<file path="config.mk">
export PLATFORM = sky130hd
export DESIGN_NAME = ahb_lite_master
export DESIGN_NICKNAME = d
export VERILOG_FILES = /design/src/rtl/ahb_lite_master.sv
export SDC_FILE = /design/constraint.sdc
export NUM_CORES = 1
export LEC_CHECK = 0
export BUFFER_PORTS_ARGS = -buffer_cell sky130_fd_sc_hd__buf_4
export CAP_MARGIN = 20
export CORE_MARGIN = 10
export CORE_UTILIZATION = 45
export DETAILED_ROUTE_END_ITERATION = 7
export GPL_TIMING_DRIVEN = 0
export PLACE_DENSITY_LB_ADDON = 0.1
export SLEW_MARGIN = 20
export SYNTH_ARGS = -nofsm -noshare
export SYNTH_HDL_FRONTEND = slang
export SYNTH_SLANG_ARGS = --single-unit
</file>
<file path="constraint.sdc">
create_clock -name HCLK -period 4.8 [get_ports HCLK]
set_input_delay 0.48 -clock HCLK [delete_from_list [all_inputs] [get_ports HCLK]]
set_output_delay 0.48 -clock HCLK [all_outputs]
set_load 0.05 [all_outputs]
</file>
<file path="src/rtl/ahb_lite_master.sv">
// ---------------------------------------------------------------------------
// ahb_lite_master
//
// Turns single local commands into single AHB-Lite transfers. Each command
// is checked for a legal size and alignment on acceptance; illegal ones are
// answered immediately with a "rejected" status and never reach the bus.
// Legal ones run one address phase (NONSEQ) and one data phase. Address and
// data phases never overlap, so the bus sees at most one transfer every four
// cycles.
//
// State table
//   state  | meaning
//   S_IDLE | ready for a command (cmd_ready=1)
//   S_ADDR | address phase, HTRANS=NONSEQ, waits for HREADY
//   S_DATA | data phase, HTRANS=IDLE, waits for HREADY to complete
//   S_RESP | response presented on rsp_*, waits for rsp_ready
//
// Ports
//   HCLK, HRESET            clock, synchronous active-high reset
//   cmd_valid/ready         command handshake
//   cmd_write/addr/size     command attributes (size 0=8b, 1=16b, 2=32b)
//   cmd_wdata               write data
//   rsp_valid/ready         response handshake
//   rsp_rdata, rsp_status   read data, status (00 OKAY, 01 ERROR, 10 rejected)
//   H*                      AHB-Lite master signals
//   xfer_count              completed bus transfers, wraps
// ---------------------------------------------------------------------------
module ahb_lite_master #(
    parameter logic [3:0] HPROT_VAL = 4'b0011,
    parameter int         CNT_W     = 16
) (
    input  logic             HCLK,
    input  logic             HRESET,

    input  logic             cmd_valid,
    output logic             cmd_ready,
    input  logic             cmd_write,
    input  logic [31:0]      cmd_addr,
    input  logic [2:0]       cmd_size,
    input  logic [31:0]      cmd_wdata,

    output logic             rsp_valid,
    input  logic             rsp_ready,
    output logic [31:0]      rsp_rdata,
    output logic [1:0]       rsp_status,

    output logic [31:0]      HADDR,
    output logic [1:0]       HTRANS,
    output logic             HWRITE,
    output logic [2:0]       HSIZE,
    output logic [2:0]       HBURST,
    output logic             HMASTLOCK,
    output logic [3:0]       HPROT,
    output logic [31:0]      HWDATA,
    input  logic [31:0]      HRDATA,
    input  logic             HREADY,
    input  logic [1:0]       HRESP,

    output logic [CNT_W-1:0] xfer_count
);

    typedef enum logic [1:0] {
        S_IDLE = 2'd0,
        S_ADDR = 2'd1,
        S_DATA = 2'd2,
        S_RESP = 2'd3
    } state_t;

    localparam logic [1:0] TRANS_IDLE   = 2'b00;
    localparam logic [1:0] TRANS_NONSEQ = 2'b10;

    localparam logic [1:0] ST_OKAY   = 2'b00;
    localparam logic [1:0] ST_ERROR  = 2'b01;
    localparam logic [1:0] ST_REJECT = 2'b10;

    state_t            state_q, state_d;
    logic [31:0]       haddr_q, haddr_d;
    logic              hwrite_q, hwrite_d;
    logic [2:0]        hsize_q, hsize_d;
    logic [31:0]       hwdata_q, hwdata_d;
    logic [31:0]       rsp_rdata_q, rsp_rdata_d;
    logic [1:0]        rsp_status_q, rsp_status_d;
    logic [CNT_W-1:0]  xfer_count_q, xfer_count_d;

    logic              cmd_accept;
    logic              cmd_illegal;
    logic              data_done;

    // Size above 32 bits, or an address not aligned to the transfer size.
    always_comb begin
        cmd_illegal = 1'b0;
        case (cmd_size)
            3'b000:  cmd_illegal = 1'b0;
            3'b001:  cmd_illegal = cmd_addr[0];
            3'b010:  cmd_illegal = (cmd_addr[1:0] != 2'b00);
            default: cmd_illegal = 1'b1;
        endcase
    end

    assign cmd_accept = cmd_valid && (state_q == S_IDLE);
    assign data_done  = (state_q == S_DATA) && HREADY;

    // -----------------------------------------------------------------------
    // State register and datapath flops
    // -----------------------------------------------------------------------
    always_ff @(posedge HCLK) begin
        if (HRESET) begin
            state_q      <= S_IDLE;
            haddr_q      <= '0;
            hwrite_q     <= 1'b0;
            hsize_q      <= '0;
            hwdata_q     <= '0;
            rsp_rdata_q  <= '0;
            rsp_status_q <= ST_OKAY;
            xfer_count_q <= '0;
        end else begin
            state_q      <= state_d;
            haddr_q      <= haddr_d;
            hwrite_q     <= hwrite_d;
            hsize_q      <= hsize_d;
            hwdata_q     <= hwdata_d;
            rsp_rdata_q  <= rsp_rdata_d;
            rsp_status_q <= rsp_status_d;
            xfer_count_q <= xfer_count_d;
        end
    end

    // -----------------------------------------------------------------------
    // Next-state logic
    // -----------------------------------------------------------------------
    always_comb begin
        state_d = state_q;
        case (state_q)
            S_IDLE: begin
                if (cmd_valid) begin
                    state_d = cmd_illegal ? S_RESP : S_ADDR;
                end
            end
            S_ADDR: begin
                if (HREADY) begin
                    state_d = S_DATA;
                end
            end
            S_DATA: begin
                if (HREADY) begin
                    state_d = S_RESP;
                end
            end
            S_RESP: begin
                if (rsp_ready) begin
                    state_d = S_IDLE;
                end
            end
            default: state_d = S_IDLE;
        endcase
    end

    // -----------------------------------------------------------------------
    // Datapath next values
    // -----------------------------------------------------------------------
    // The bus-facing address/control flops are only loaded for legal commands,
    // so a rejected command leaves HADDR/HWRITE/HSIZE/HWDATA untouched.
    // HWDATA is loaded at acceptance: it is then already stable for the whole
    // data phase, including any wait states.
    always_comb begin
        haddr_d      = haddr_q;
        hwrite_d     = hwrite_q;
        hsize_d      = hsize_q;
        hwdata_d     = hwdata_q;
        rsp_rdata_d  = rsp_rdata_q;
        rsp_status_d = rsp_status_q;
        xfer_count_d = xfer_count_q;

        if (cmd_accept) begin
            if (cmd_illegal) begin
                rsp_rdata_d  = '0;
                rsp_status_d = ST_REJECT;
            end else begin
                haddr_d  = cmd_addr;
                hwrite_d = cmd_write;
                hsize_d  = cmd_size;
                hwdata_d = cmd_write ? cmd_wdata : 32'h0;
            end
        end

        // An ERROR seen with HREADY=0 is only the first cycle of the
        // two-cycle error response; the status is taken on the HREADY edge.
        if (data_done) begin
            rsp_rdata_d  = hwrite_q ? 32'h0 : HRDATA;
            rsp_status_d = (HRESP == 2'b01) ? ST_ERROR : ST_OKAY;
            xfer_count_d = xfer_count_q + {{(CNT_W-1){1'b0}}, 1'b1};
        end
    end

    // -----------------------------------------------------------------------
    // Output logic
    // -----------------------------------------------------------------------
    always_comb begin
        cmd_ready = 1'b0;
        rsp_valid = 1'b0;
        HTRANS    = TRANS_IDLE;
        case (state_q)
            S_IDLE:  cmd_ready = 1'b1;
            S_ADDR:  HTRANS    = TRANS_NONSEQ;
            S_DATA:  HTRANS    = TRANS_IDLE;
            S_RESP:  rsp_valid = 1'b1;
            default: HTRANS    = TRANS_IDLE;
        endcase
    end

    assign HADDR      = haddr_q;
    assign HWRITE     = hwrite_q;
    assign HSIZE      = hsize_q;
    assign HWDATA     = hwdata_q;
    assign HBURST     = 3'b000;
    assign HMASTLOCK  = 1'b0;
    assign HPROT      = HPROT_VAL;

    assign rsp_rdata  = rsp_rdata_q;
    assign rsp_status = rsp_status_q;
    assign xfer_count = xfer_count_q;

endmodule

</file>
==> metrics.txt, run 1 <==
Tcrit/Tclk final 0.4118; Final Cell Area 6960 sq um; outcome finished, final reports clean; crit start category register; number of global-route vias before repair 4,540; CP peak stage delay 320 ps; Clock power frac 0.396; Util after Layout 0.7121; Synth area leaders dfxtp_1, nand2_1, a21oi_1; grt ovf 0; Worst slew margin 0.6070; Yosys warning total 0; FILL cells 761; hold crit path type in2reg; Syn Area/Cell 9.011 sq um; Total Routing Usage GR 0.2018; Sw Share 0.3116; DIE WIDTH 120.1 um; WL/cell 16.89 um; Hold Violations, Final 0; Synth Area in XOR/XNOR 0.02138; post-CTS sizing 0; Worst Setup End Kind primary output; Mapped Cells 500; Worst-Skew Late Latency 510 ps; Layout Area Growth over Synthesis 54.48%; number of H-tree levels 4; GRT met1 Usage 0.2103; Reg clk slew, reported paths 50 ps; Synth top area share 0.5332; met2 track demand over resource 0.3329; area share of and/or/nand/nor cells after synthesis 0.1944; sw power 965.6 uW; Die Area 14,410 sq um; Worst Path Required 4320 ps; Core Box Area 9774 sq um; Max clock buf depth 2; CP Max Fanout 5; combinational power share 0.248; ys async rst share 0; Root Buffer clkbuf_8; Die Ht 120.1 um; TritonCTS buffer count 17; IO Count 237; number of library cell types mapped by synthesis 38; leading area contributor after synthesis dfxtp_1; initial antenna violation count 0; CP Cell Sequence inv_1, ha_1, buf_4; Post-CTS Hold Buffers 0; Clock Skews 4.011 ps; Total Neg Setup Slack 0 ps; Internal 2133 uW; drt pass-1 iters 4; final WL 15.12 mm; antenna cells 0; synth cell count leaders dfxtp_1, nand2_1, a21oi_1; worst-margin pin slew 589.5 ps; main combinational cell family by area after synthesis simple AND/OR/NAND/NOR gates; Pleak 0.003046 uW; grt peak-use layer met2; Arrival @ worst endpoint 1500 ps; Post-Syn Area 4506 sq um; # Post-CTS Setup Buffers 0; Num Clock Sinks 120; Initial Util 0.4610; Post-synth top flop dfxtp_1; starting DRC count in detailed routing 223; PnR worst setup slack 2824 ps; maxcap violations 0; routed vias 4,447; CTS tree yes; Synth Area in Adders 0.01666; Post-DP HPWL 11.79 mm; EDFF count, synth 0; complex-gate fraction of the synthesized area 0.1672; row cnt 36; nets 864; final setup vio count 0; wire length of the first global-routing pass 23.45 mm; DRC 0; mux cell area share after synthesis 0.002499; GRT met3 Usage 0.1153; flop and latch count out of synthesis 120; sequential power share 0.356; # port buffers 225; RSZ-0062 raised after global routing no; post-route ant nets 0; Slew Viols, Final 0; Cell Pwr Density 445.2 nW/um^2; DR vias/cell 4.969; Seq/Total Area, Yosys 0.5332; gpl congestion 0.7891; Setup CP Type reg2out; Slowest-stage cell, CP dfxtp_1; max frequency 505.9 MHz; peak supply drop 0.2307 mV; area post-placement 6387 sq um; setup slack at placement 2958 ps; pin count of the biggest net entering global routing 17; ratio of cells with drive above 1 in the final layout 0.3806; Final min period 1976 ps; most common cell in the netlist dfxtp_1
[cell usage in the layout, fill, tap and decap left out, types with 2 or more instances in the layout]
master       n
conb_1       9
a21oi_2      2
nand3_1     37
xor2_1       5
a21oi_1     73
clkbuf_8     3
buf_2        8
a22o_1      32
buf_4      238
xnor2_1      6
clkbuf_16   16
o21ai_0      4
nand3b_1     2
nand4_1      6
clkinv_2     6
nor3_2       2
nor2_1      17
buf_6        6
inv_1        4
dfxtp_1    120
nor3_1       5
nor4_1       2
nand2_1    111
bufinv_16    3
and4_1       3
clkbuf_1    17
or3_1        4
ha_1         6
[worst paths after layout]
path / depth (start not counted) / slack (ps) / to / from
min: 2 / 180 / rsp_rdata[14] / HRDATA[14]
max reg2reg: 6 / 2930 / rsp_rdata[21] / state_q[0]
max: 3 / 2820 / cmd_ready / state_q[0]
min reg2reg: 2 / 450 / HWDATA[17] / HWDATA[17]
[area by class of cell]
cell class,count,area (sq um),area share
tap,133,166.4,0.02391
inverter,4,15.01,0.002157
timing repair buffer,225,1689,0.2427
multi-input combinational,339,1846,0.2651
sequential,120,2402,0.3451
buffer,44,269.0,0.03865
clock inverter,10,127.6,0.01834
clock buffer,20,445.4,0.06399
[power groups by stage]
stage | Sequential (uW) | Combinational (uW) | Clock, uW
6_report | 1100 | 769 | 1230
5_1_grt | 1110 | 825 | 1300
4_1_cts | 1100 | 773 | 1250
3_5_place_dp | 1120 | 770 | 0
3_3_place_gp | 1120 | 756 | 0
2_1_floorplan | 1310 | 326 | 0
[worst max-delay path, delay by kind of cell, from the launching register on]
kind                       cells  cell delay [ps]
buffers and inverters          2              370
DFF                            1              320
adders and majority gates      1              300
[per-stage QoR]
step                      power, uW  std cells  hold WS [ps]
final                          3099        895         184.2
after global placement         1874        865         438.4
after detailed placement       1893        865         444.9
after CTS                      3125        895         161.8
after floorplan                1636        507         469.2
after global routing           3234        895         162.8
[state kept, by name, indices dropped and copies added, names as in the netlist]
name	flops
HADDR	32
HSIZE	3
HWDATA	32
HWRITE	1
rsp_rdata	32
rsp_status	2
state_q	2
xfer_count	16
[per-layer routing]
metal | up-vias | part of all wire | routed length (um)
met3 | 21 | 0.12 | 1754
met2 | 181 | 0.48 | 7328
met5 | - | 0 | 0
met1 | 2042 | 0.38 | 5726
li1 | 2203 | - | -
met4 | 0 | 0.020 | 308
[logic make-up (layout without fill, tap and decap cells)]
| group | count (synthesis) | in the layout |
|---|---|---|
| muxes | 1 | 1 |
| buffers and inverters | 48 | 303 |
| xor gates and xnor gates | 11 | 11 |
| AOI/OAI and AO/OA | 117 | 117 |
| adders and majority gates | 6 | 6 |
| DFF | 120 | 120 |
| other | 2 | 9 |
| and+or+nand+nor | 195 | 195 |
No activity file was read; power rests on OpenSTA's default activity.
==> run 2: changes to the inputs <==
Settings changed: CORE_UTILIZATION 45 to 40.
Clock period 4.8 ns to 1.65 ns, I/O delays scaled along.
==> run 2 against run 1 <==
Against the previous run:
- sequential power rose to 3.0 times the previous value
- register-to-register slack got worse by 2900 ps
- sequential share of layout area fell by 2.7 points
- clock power rose to 2.6 times the previous value
- largest cell class is now non-clock buffers
==> metrics.txt, run 2 (synthesis gave the netlist of run 1 again) <==
outcome finished, final reports clean; WL/cell 17.15 um; DR vias/cell 4.912; number of H-tree levels 4; most frequent cells in the layout buf_4, dfxtp_1, nand2_1; hold path depth 3; grt ovf 0; Pleak 0.003293 uW; post-route ant nets 0; final WL 16.48 mm; reg2reg end rsp_rdata[11]; worst hold slack 14.57 ps; Die Area 15,910 sq um; pin count of the biggest net entering global routing 17; Levels on crit path 8; max frequency 626.7 MHz; routed vias 4,720; DIE WIDTH 126.1 um; Crit path top cell by count buf_6; CP Max Fanout 10; drt pass-1 iters 4; final setup vio count 0; maxcap violations 0; Reg clk slew, reported paths 50 ps; worst-case reg-to-reg path depth 8; WL met1 6.402 mm; CP Cell Sequence inv_4, ha_4, o311ai_4, a21oi_4, nor3_4, buf_6, buf_6, a22o_1; Final min period 1596 ps; DRC 0; Setup crit end rsp_rdata[11]; ratio of cells with drive above 1 in the final layout 0.3817; CTS tree yes; starting DRC count in detailed routing 218; TritonCTS buffer count 17; Slowest-stage cell, CP dfxtp_4; Total Routing Usage GR 0.1942; Worst Path Required 1950 ps; initial antenna violation count 1; Cell Pwr Density 1193 nW/um^2; Core Box Area 10,940 sq um; multi-input logic area 1917 sq um; Arrival @ worst endpoint 1890 ps; Initial Util 0.4120; Num Clock Sinks 120; IO Count 237; commonest non-fill, non-tap cell in the layout buf_4; worst-margin pin slew 524.4 ps; nets 923; crit path from state_q[1]; Layout Area Growth over Synthesis 68.87%; wire length of the first global-routing pass 25.05 mm; worst r2r src state_q[1]; register area 2417 sq um; # port buffers 225; Worst slew margin 0.6504; Post-DP HPWL 11.89 mm; Util after Layout 0.6958; Die Ht 126.1 um; WL met3 1.651 mm; peak supply drop 0.7899 mV; max layer used met4; hold crit path type in2reg; RSZ-0062 raised after global routing yes; Total Neg Setup Slack 0 ps; Layout Cells excl Fill 961; Slew Viols, Final 0; Setup CP Type reg2reg; number of global-route vias before repair 4,803; Tcrit/Tclk final 0.9670; row cnt 38; Clock Skews 6.919 ps; CP bufs+invs 3; Worst Setup End Kind register; Met2 Wirelength 8.006 mm; Worst-Skew Late Latency 410 ps; Hold Violations, Final 0; Root Buffer clkbuf_16; R2R Setup Slk 50 ps; Max clock buf depth 2; Crit path max-delay family compound AO/OA/AOI/OAI gates; FILL cells 873; CP peak stage delay 360 ps; gpl congestion 0.8206; Placed Cells 872; crit start category register
## run 2: per-stage QoR
step | total power, uW | setup WS (ps) | cell area (sq um)
after detailed placement | 5548 | -268.3 | 6419
final | 9077 | 54.42 | 7609
after floorplan | 4814 | 3.813 | 4554
after CTS | 8935 | 10.25 | 7482
after global routing | 9441 | -9.351 | 7609
after global placement | 5509 | -205.9 | 6419
## run 2: repair_timing
| action | in CTS | in global routing |
|---|---|---|
| setup buffers | 0 | 6 |
| hold buffers | 53 | 0 |
| endpoints found under the setup margin | 39 | 36 |
| cloned | 0 | 1 |
| hold endpoints to repair | 53 | 0 |
| resized for setup | 8 | 21 |
| pin swaps | 0 | 5 |
## run 2: worst min-delay path by stage
stage,startpoint,end
2_1_floorplan,HRDATA[10],rsp_rdata[10]
3_3_place_gp,HRDATA[19],rsp_rdata[19]
3_5_place_dp,HRDATA[13],rsp_rdata[13]
4_1_cts,cmd_addr[2],HADDR[2]
5_1_grt,cmd_addr[9],HADDR[9]
6_report,cmd_addr[17],HADDR[17]
## run 2: cell type report
type                            instances  area share
Timing Repair Buffer                  285      0.2996
Antenna cell                            1   0.0003289
Clock buffer                           25     0.06512
Clock inverter                          4    0.002631
Buffer                                 43     0.03667
Multi-Input combinational cell        339      0.2519
Inverter                                4    0.002960
Tap cell                              140     0.02302
Sequential cell                       120      0.3177
## run 2: worst min-delay path, delay by kind of cell
kind	cells	cell delay, ps
AND/OR/NAND/NOR	1	50
buffers and inverters	1	110
AO/OA/AOI/OAI	1	50
## run 2: power by group
| group | internal (uW) | switching, uW | leakage [uW] |
|---|---|---|---|
| clock | 2040 | 1210 | 0.000259 |
| sequential | 3110 | 143 | 0.000975 |
| combinational | 1010 | 1560 | 0.00206 |
## run 2: layer usage
metal / vias to the layer above / GRT usage
met3: 31 / 0.09018
met1: 2161 / 0.2006
met4: 0 / 0.08506
met2: 204 / 0.3310
li1: 2324 / -
met5: - / 0
==> run 3: changes to the inputs <==
--- a/config.mk
+++ b/config.mk
@@ -13,2 +13,3 @@
 export GPL_TIMING_DRIVEN = 0
+export MAX_ROUTING_LAYER = met4
 export PLACE_DENSITY_LB_ADDON = 0.1
==> constraint.sdc (replaced) <==
create_clock -name HCLK -period 1.65 [get_ports HCLK]
set_input_delay 0.4125 -clock HCLK [delete_from_list [all_inputs] [get_ports HCLK]]
set_output_delay 0.4125 -clock HCLK [all_outputs]
set_load 0.05 [all_outputs]
==> run 3 against run 2 <==
Against the previous run:
- combinational power down 3%
- clock-buffer cell count unchanged
- total power down 0.94%
- critical path depth unchanged
- die area unchanged
- global-route usage down 0.55 points
- design area down 7.2%
- sequential power about the same
- first-iteration DRC count up 11%
- maximum frequency down 1.2%
- largest cell class is now registers
- largest power group is now clock
==> metrics.txt, run 3 (synthesis gave the netlist of run 1 again) <==
multi-input logic area 1906 sq um; setup slack at placement -268.3 ps; starting DRC count in detailed routing 241; DR vias/cell 4.911; crit start category register; number of global-route vias before repair 4,497; Layout Area Growth over Synthesis 56.79%; Cell Pwr Density 1273 nW/um^2; Crit path max-delay family compound AO/OA/AOI/OAI gates; area post-placement 6419 sq um; Post-CTS Hold Buffers 0; Clock power frac 0.362; pin count of the biggest net entering global routing 17; Worst Path Required 1950 ps; ratio of cells with drive above 1 in the final layout 0.4076; R2R Setup Slk 40 ps; commonest non-fill, non-tap cell in the layout buf_4; outcome finished, final reports clean; worst-margin pin slew 522.7 ps; Pleak 0.003080 uW; nets 871; Clock Skews 8.109 ps; most frequent cells in the layout buf_4, dfxtp_1, nand2_1; Worst Setup End Kind register; Num Clock Sinks 120; Setup CP Type reg2reg; CTS tree yes; # port buffers 225; gpl congestion 0.8329; Final Cell Area 7064 sq um; Max clock buf depth 2; CP bufs+invs 3; Tcrit/Tclk final 0.9786; Placed Cells 872; Core Box Area 10,940 sq um; initial antenna violation count 0; Internal 6108 uW; sw power 2883 uW; Total Neg Setup Slack 0 ps; Reg clk slew, reported paths 50 ps; wire length of the first global-routing pass 23.34 mm; worst hold slack 201.1 ps; Post-DP HPWL 11.89 mm; Arrival @ worst endpoint 1920 ps; drt pass-1 iters 6; Die Ht 126.1 um; Root Buffer clkbuf_16; Final min period 1615 ps; CP peak stage delay 360 ps; DRC 0; maxcap violations 0; routed vias 4,459; Die Area 15,910 sq um; Slowest-stage cell, CP dfxtp_4; grt ovf 0; final setup vio count 0; CP Cell Sequence inv_4, ha_4, o311ai_4, a21oi_4, nor3_4, buf_4, buf_4, a22o_1; combinational power share 0.278; number of H-tree levels 4; IO Count 237; Initial Util 0.4120; peak supply drop 0.8188 mV; CP Max Fanout 5; antenna cells 0; PnR worst setup slack 35.29 ps; hold crit path type in2reg; Slew Viols, Final 0; post-route ant nets 0; Sw Share 0.3206; WL/cell 16.97 um; row cnt 38; RSZ-0062 raised after global routing yes; Worst slew margin 0.6515; Layout Cells excl Fill 908; max frequency 619.3 MHz; Worst-Skew Late Latency 420 ps; Hold Violations, Final 0; sequential power share 0.361; Crit path top cell by count buf_4; FILL cells 963; TritonCTS buffer count 17; Total Routing Usage GR 0.1887; DIE WIDTH 126.1 um; register area 2415 sq um; final WL 15.41 mm
## run 3: timing repair
item,in CTS,in global routing
pin swaps,0,3
gates resized for setup,11,12
setup endpoints to repair,41,35
setup buffers,1,6
endpoints found under the hold margin,0,0
gates cloned,0,1
## run 3: area by class of cell
cell class                      instances  area share
Buffer                                 43     0.03861
Clock buffer                           25     0.07014
Clock inverter                          4    0.002834
Inverter                                4    0.002834
Multi-Input combinational cell        339      0.2697
Sequential cell                       120      0.3418
Tap cell                              140     0.02480
Timing Repair Buffer                  233      0.2492
## run 3: worst paths after layout
path,cells after the start,start,to
worst max-delay path,8,state_q[1],rsp_rdata[26]
worst min-delay path,2,HRDATA[13],rsp_rdata[13]
worst min register to register,2,HWDATA[3],HWDATA[3]
worst max register to register,8,state_q[1],rsp_rdata[26]
## run 3: power groups by stage
stage	clock network (uW)	logic [uW]	registers [uW]
after floorplan	0	1000	3810
after global placement	0	2250	3260
after detailed placement	0	2280	3270
after CTS	3300	2360	3220
after global routing	3440	2650	3260
final	3250	2500	3240
## run 3: through the flow
stage	util	power [uW]
after floorplan	-	4814
after global placement	0.5870	5509
after detailed placement	0.5870	5548
after CTS	0.6372	8879
after global routing	0.6460	9358
final	0.6460	8991
## run 3: per-layer routing
| metal | track usage | part of all wire | vias to the layer above |
|---|---|---|---|
| li1 | - | - | 2221 |
| met1 | 0.1976 | 0.41 | 2039 |
| met2 | 0.3069 | 0.48 | 175 |
| met3 | 0.08431 | 0.090 | 24 |
| met4 | 0.07234 | 0.020 | 0 |
| met5 | - | 0 | - |
